$ cat config.mk
export PLATFORM = sky130hd
export DESIGN_NAME = div_seq_flat
export DESIGN_NICKNAME = d
export VERILOG_FILES = /design/src/rtl/div_seq_if.sv /design/src/rtl/div_seq.sv /design/src/flat_wrapper.sv
export SDC_FILE = /design/constraint.sdc
export NUM_CORES = 1
export LEC_CHECK = 0
export ABC_AREA = 1
export BUFFER_PORTS_ARGS = -buffer_cell sky130_fd_sc_hd__buf_2
export CAP_MARGIN = 0
export CORE_ASPECT_RATIO = 0.75
export CORE_MARGIN = 4
export CORE_UTILIZATION = 55
export DETAILED_ROUTE_END_ITERATION = 8
export PLACE_DENSITY_LB_ADDON = 0.25
export SLEW_MARGIN = 10
export SYNTH_ARGS = -nofsm -noshare
export SYNTH_HDL_FRONTEND = slang
export SYNTH_SLANG_ARGS = --single-unit
$ cat constraint.sdc
create_clock -name clk -period 2.2 [get_ports clk]
set_input_delay 0.11 -clock clk [delete_from_list [all_inputs] [get_ports clk]]
set_output_delay 0.11 -clock clk [all_outputs]
set_load 0.1 [all_outputs]
$ cat src/rtl/div_seq_if.sv
// div_seq_if: request/result bundle between EX and the iterative divider
interface div_seq_if #(parameter int WIDTH = 32);
  logic                 start_i;
  logic                 annul_i;
  logic                 signed_i;
  logic [WIDTH-1:0]     dividend_i;
  logic [WIDTH-1:0]     divisor_i;
  logic [2*WIDTH-1:0]   result_o;
  logic                 ready_o;
  logic                 stallreq_o;
  modport master (output start_i, annul_i, signed_i, dividend_i, divisor_i,
                  input  result_o, ready_o, stallreq_o);
  modport slave  (input  start_i, annul_i, signed_i, dividend_i, divisor_i,
                  output result_o, ready_o, stallreq_o);
endinterface

$ cat src/rtl/div_seq.sv
// div_seq: radix-2 restoring divider for RV32M DIV/DIVU/REM/REMU with pipeline stall
module div_seq #(parameter int WIDTH = 32) (
  input logic clk,
  input logic rst,
  div_seq_if.slave bus
);
  localparam int CW = $clog2(WIDTH) + 1;
  localparam logic [CW-1:0] LAST = CW'(WIDTH);
  localparam logic [CW-1:0] ONE  = CW'(1);
  typedef enum logic [1:0] {IDLE, DIVZERO, ON, END} state_t;
  state_t state_q, state_d;
  logic [CW-1:0]      cnt_q, cnt_d;
  logic [WIDTH-1:0]   dq_q, dq_d, dvs_q, dvs_d, rem_q, rem_d, orig_q, orig_d;
  logic               sq_q, sq_d, sr_q, sr_d, ready_q, ready_d;
  logic [2*WIDTH-1:0] res_q, res_d;
  logic [WIDTH:0]     trial;
  logic [WIDTH-1:0]   a_mag, b_mag;
  logic               go;
  assign go    = bus.start_i & ~bus.annul_i;
  assign a_mag = (bus.signed_i & bus.dividend_i[WIDTH-1]) ? -bus.dividend_i : bus.dividend_i;
  assign b_mag = (bus.signed_i & bus.divisor_i[WIDTH-1]) ? -bus.divisor_i : bus.divisor_i;
  // one extra bit so divisors above 2^(WIDTH-1) still restore correctly
  assign trial = {rem_q, dq_q[WIDTH-1]} - {1'b0, dvs_q};
  assign bus.result_o   = res_q;
  assign bus.ready_o    = ready_q;
  assign bus.stallreq_o = go & (state_q != END);
  always_comb begin
    state_d = state_q;
    cnt_d   = cnt_q;
    dq_d    = dq_q;
    dvs_d   = dvs_q;
    rem_d   = rem_q;
    orig_d  = orig_q;
    sq_d    = sq_q;
    sr_d    = sr_q;
    ready_d = ready_q;
    res_d   = res_q;
    case (state_q)
      IDLE: if (go) begin
        state_d = (bus.divisor_i == '0) ? DIVZERO : ON;
        cnt_d   = '0;
        dq_d    = a_mag;
        dvs_d   = b_mag;
        rem_d   = '0;
        orig_d  = bus.dividend_i;
        sq_d    = bus.signed_i & (bus.dividend_i[WIDTH-1] ^ bus.divisor_i[WIDTH-1]);
        sr_d    = bus.signed_i & bus.dividend_i[WIDTH-1];
      end
      DIVZERO: begin
        state_d = !go ? IDLE : (cnt_q == ONE) ? END : DIVZERO;
        cnt_d   = cnt_q + ONE;
        ready_d = go && cnt_q == ONE;
        res_d   = (go && cnt_q == ONE) ? {orig_q, {WIDTH{1'b1}}} : '0;
      end
      ON: begin
        state_d = !go ? IDLE : (cnt_q == LAST) ? END : ON;
        cnt_d   = cnt_q + ONE;
        rem_d   = trial[WIDTH] ? {rem_q[WIDTH-2:0], dq_q[WIDTH-1]} : trial[WIDTH-1:0];
        dq_d    = {dq_q[WIDTH-2:0], ~trial[WIDTH]};
        ready_d = go && cnt_q == LAST;
        res_d   = (go && cnt_q == LAST) ? {sr_q ? -rem_q : rem_q, sq_q ? -dq_q : dq_q} : '0;
      end
      END: if (!go) begin
        state_d = IDLE;
        ready_d = 1'b0;
        res_d   = '0;
      end
      default: state_d = IDLE;
    endcase
  end
  always_ff @(posedge clk or negedge rst) begin
    if (!rst) begin
      state_q <= IDLE;
      cnt_q   <= '0;
      dq_q    <= '0;
      dvs_q   <= '0;
      rem_q   <= '0;
      orig_q  <= '0;
      sq_q    <= 1'b0;
      sr_q    <= 1'b0;
      ready_q <= 1'b0;
      res_q   <= '0;
    end else begin
      state_q <= state_d;
      cnt_q   <= cnt_d;
      dq_q    <= dq_d;
      dvs_q   <= dvs_d;
      rem_q   <= rem_d;
      orig_q  <= orig_d;
      sq_q    <= sq_d;
      sr_q    <= sr_d;
      ready_q <= ready_d;
      res_q   <= res_d;
    end
  end
endmodule

$ cat src/flat_wrapper.sv
// flat-port wrapper written by rule: the top's interface ports become plain ports
module div_seq_flat 
#(parameter int WIDTH = 32)
  (clk, rst, bus_start_i, bus_annul_i, bus_signed_i, bus_dividend_i, bus_divisor_i, bus_result_o, bus_ready_o, bus_stallreq_o);
  div_seq_if #(.WIDTH(WIDTH)) bus_i ();
  input logic clk;
  input logic rst;
  input wire logic [$bits(bus_i.start_i)-1:0] bus_start_i;
  input wire logic [$bits(bus_i.annul_i)-1:0] bus_annul_i;
  input wire logic [$bits(bus_i.signed_i)-1:0] bus_signed_i;
  input wire logic [$bits(bus_i.dividend_i)-1:0] bus_dividend_i;
  input wire logic [$bits(bus_i.divisor_i)-1:0] bus_divisor_i;
  output wire logic [$bits(bus_i.result_o)-1:0] bus_result_o;
  output wire logic [$bits(bus_i.ready_o)-1:0] bus_ready_o;
  output wire logic [$bits(bus_i.stallreq_o)-1:0] bus_stallreq_o;
  assign bus_i.start_i = bus_start_i;
  assign bus_i.annul_i = bus_annul_i;
  assign bus_i.signed_i = bus_signed_i;
  assign bus_i.dividend_i = bus_dividend_i;
  assign bus_i.divisor_i = bus_divisor_i;
  assign bus_result_o = bus_i.result_o;
  assign bus_ready_o = bus_i.ready_o;
  assign bus_stallreq_o = bus_i.stallreq_o;
  div_seq #(.WIDTH(WIDTH)) u_core (.clk(clk), .rst(rst), .bus(bus_i));
endmodule
==> impl_metrics.csv <==
group,metric,value,unit
sta,grt_setup_unrepaired,"yes",
floorplan,core_region_area,26940,µm²
sta,fin_crit,2.328,ns
finish,flow.area_growth_from_synthesis,31.09,%
yosys,synthesis.area_per_instance,6.515,µm²
setup_path,critPathKind,"reg -> reg",
yosys,async_reset_ff_share,100.0,%
setup_path,ff2ff_path_depth,17,
worst_hold_path,hold_path.class,"in -> reg",
detailed_routing,routedWlPerCell,18.95,µm
setup_path,worstReg2RegStart,"u_core.dq_q[31]",
clock_tree,cts.clk_slew.worst_paths,0.06,ns
placed_design,placed_cell_count,2883,
flow_run,max-cap-violations,0,
clock_tree,cts_tree,"built",
worst_hold_path,hold_path_depth,3,
placed_design,io_buffer_count,134,
clock_tree,worstSkewPairLatency,0.54,ns
clock_tree,max-clock-path-buffers,3,
outcome,outcome,"complete, but fails checks",
setup_path,crit_required,2.61,ns
global_routing,top_usage_layer,"met1",
global_routing,globalRouteOverflowTotal,0,
detailed_routing,post_route_ant_nets,0,
yosys,post_synth_inst_count,2308,
yosys,synth_warnings,0,
detailed_routing,num_vias,17394,
yosys,synth_seq_area_share,33.78,%
yosys,synth.area.top_cells,"sky130_fd_sc_hd__dfrtp_1 (34%), sky130_fd_sc_hd__nand2_1 (17%), sky130_fd_sc_hd__nand3_1 (8.3%)",
detailed_routing,drt_iter0_markers,2209,
yosys,synth_top_flop_cell,"sky130_fd_sc_hd__dfrtp_1",
placed_design,dpl.hpwl,41.61,mm
yosys,synthMostInstantiatedCell,"sky130_fd_sc_hd__nand2_1",
sta,finalHoldViolCount,0,
finish,diodes,0,
detailed_routing,post-route-drc-count,0,
sta,worst_pin_slew,0.6716,ns
yosys,synth_commonest_cells,"sky130_fd_sc_hd__nand2_1 (661), sky130_fd_sc_hd__inv_1 (302), sky130_fd_sc_hd__nand3_1 (249), sky130_fd_sc_hd__nor2_1 (216), sky130_fd_sc_hd__dfrtp_1 (203)",
clock_tree,cts_max_level,1,
sta,clock-skew-final,0.01996,ns
setup_path,cpPeakStageDelay,0.37,ns
clock_tree,cts_sinks,203,
placed_design,routabilityCongestion,1.038,
global_routing,number_of_global_route_vias_before_repair,15452,
outcome,violations_in_the_final_reports,"negative setup slack",
setup_path,cp_data_arrival_time,2.74,ns
floorplan,die_width,198.9,µm
sta,setup-violations-final,32,
global_routing,grt_pass1_wl,84.44,mm
setup_path,endpoint_kind,"flop",
global_routing,gr-usage-met2,48.28,%
sta,slew_viol_final,0,
setup_path,worstSetupStartpointType,"flop",
global_routing,groute.layer.met1.usage,55.12,%
setup_path,timing.critical_path.max_delay_family,"simple AND/OR/NAND/NOR gates",
yosys,synth.cell_area,15040,µm²
setup_path,path_cells,"inv_2, ha_4, fa_2, inv_2, nand2_1, nand2_1, nand3_1, nand2_2, nand2_2, nand2_4, nand2_8, nand2_8, nand2_8, nand2_8, nand2_1, nand3_1, nand2_1",
yosys,cell_accounting_for_the_most_synthesized_area,"sky130_fd_sc_hd__dfrtp_1",
detailed_routing,drt_pass1_iterations,6,
yosys,synth.ff_latch_count,203,
floorplan,die_area,30080,µm²
yosys,synth_enable_flop_cells,0,
setup_path,crit_fanout,11,
sta,max_clock_freq,429.5,MHz
floorplan,ioPinCount,135,
floorplan,initial_utilization,55.82,%
clock_tree,cts-buffers-inserted,22,
sta,timing.slew.headroom,55.23,%
detailed_routing,detail_route.wirelength,57.06,mm
finish,multi_input_area,9238,µm²
global_routing,use_met3,11.90,%
worst_hold_path,hold_path.startpoint,"bus_divisor_i[6]",
setup_path,reg2reg_slack,-0.13,ns
finish,num-fill-cells,2165,
setup_path,critical_path.slowest_cell,"sky130_fd_sc_hd__dfrtp_1",
global_routing,antenna_found_initial,1,
global_routing,gr-usage-all-layers,35.74,%
detailed_routing,detail_route.vias_per_cell,5.777,
yosys,netlist-cell-type-count,47,
floorplan,floorplan.rows,52,
yosys,netlist.area_leader.share,33.78,%
worst_hold_path,timing.hold.worst_endpoint,"u_core.dvs_q[6]",
finish,fin_cells,3011,
clock_tree,cts.root.buffer_cell,"sky130_fd_sc_hd__clkbuf_16",
sta,period_share,105.8,%
finish,fraction_of_layout_instances_using_a_drive_strength_above_1,22.03,%
sta,layout_setup_ws,-0.1284,ns
floorplan,die_y,151.2,µm
yosys,syn_nets,2421,
setup_path,reg2reg_to,"u_core.rem_q[17]",
finish,fin_nets,2758,
setup_path,timing.critical_path.buf_inv,2,
finish,ff_latch_area,5082,µm²
global_routing,grt_start_max_net_pins,71,
==> flip-flops by register name (all words and copies together) (netlist names) <==
| register | count |
|---|---|
| u_core.dq_q | 32 |
| u_core.orig_q | 32 |
| u_core.cnt_q | 6 |
| u_core.sq_q | 1 |
| u_core.sr_q | 1 |
| u_core.bus.ready_o | 1 |
| u_core.rem_q | 32 |
| u_core.bus.result_o | 64 |
| u_core.dvs_q | 32 |
| u_core.state_q | 2 |
==> cell families after synthesis <==
family                     Yosys count  synth area share [%]
and+or+nand+nor                   1256                 36.02
buffers and inverters              391                 10.60
AOI/OAI and AO/OA                  366                 13.09
DFF                                203                 33.78
xor gates and xnor gates            48                 2.796
adders and majority gates           44                 3.711
==> layer usage <==
metal  vias to the layer above  wire, µm
met3                       128      8170
li1                       8099         -
met2                      1075     22670
met5                         -         0
met4                         0      1391
met1                      8092     24830
==> final cells by class <==
cell class	instances	area share, %
Clock buffer	34	3.485
Multi-Input combinational cell	1717	46.86
Sequential cell	203	25.78
Inverter	313	5.979
Tap cell	351	2.228
Timing Repair Buffer	388	15.28
Clock inverter	5	0.3809
==> repair_timing <==
action                     4_1_cts  5_1_grt
pin swaps                       20       42
gates cloned                     4        6
hold buffers                    52        0
setup buffers                    7       20
setup endpoints to repair       35       62
resized for setup               55      116
hold endpoints to repair       121        0
==> worst min-delay path, cell delays in order <==
cell and delay, ns:
sky130_fd_sc_hd__buf_2 0.11, sky130_fd_sc_hd__xor2_1 0.15, sky130_fd_sc_hd__o21ai_0 0.15
==> layout by cell type, fill, tap and decap left out, types with 38 or more instances in the layout <==
cell type                       synthesis  routed
sky130_fd_sc_hd__nand3_1              249     209
sky130_fd_sc_hd__nand2_1              661     639
sky130_fd_sc_hd__nor2_1               216     208
sky130_fd_sc_hd__nand2_2               21      40
sky130_fd_sc_hd__buf_2                 17     134
sky130_fd_sc_hd__o21ai_0              171     170
sky130_fd_sc_hd__a21oi_1              132     127
sky130_fd_sc_hd__nand3_2                3      38
sky130_fd_sc_hd__dfrtp_1              203     201
sky130_fd_sc_hd__inv_1                302     280
sky130_fd_sc_hd__dlygate4sd3_1          0      52
sky130_fd_sc_hd__buf_4                  5     174
==> worst max-delay path by stage <==
stage	from	to	slack (ns)	depth (start not counted)
4_1_cts	u_core.rem_q[16]	u_core.rem_q[11]	-0.02	14
5_1_grt	u_core.rem_q[27]	u_core.rem_q[17]	-0.21	13
2_1_floorplan	u_core.dq_q[31]	u_core.rem_q[4]	0.05	18
6_report	u_core.dq_q[31]	u_core.rem_q[17]	-0.13	17
3_3_place_gp	u_core.dvs_q[0]	u_core.rem_q[19]	-0.09	16
3_5_place_dp	u_core.dvs_q[0]	u_core.rem_q[17]	-0.20	16
==> per-stage QoR <==
step | hold slack (ns) | TNS (ns) | cell area, µm² | setup WS, ns | utilization (%)
global placement | 0.1696 | -1.452 | 17130 | -0.09217 | 63.60
CTS | 0.01445 | -0.1011 | 18920 | -0.01563 | 70.24
finish | 0.01960 | -1.572 | 19710 | -0.1284 | 73.18
floorplan | -0.1856 | 0 | 15040 | 0.05240 | -
global route | 0.01873 | -4.603 | 19710 | -0.2093 | 73.18
detailed placement | 0.1709 | -4.223 | 17130 | -0.1964 | 63.60
Power is left out: the tool's default activity adds up to more than one toggle a clock period on the data nets, which glitch-free logic cannot reach.
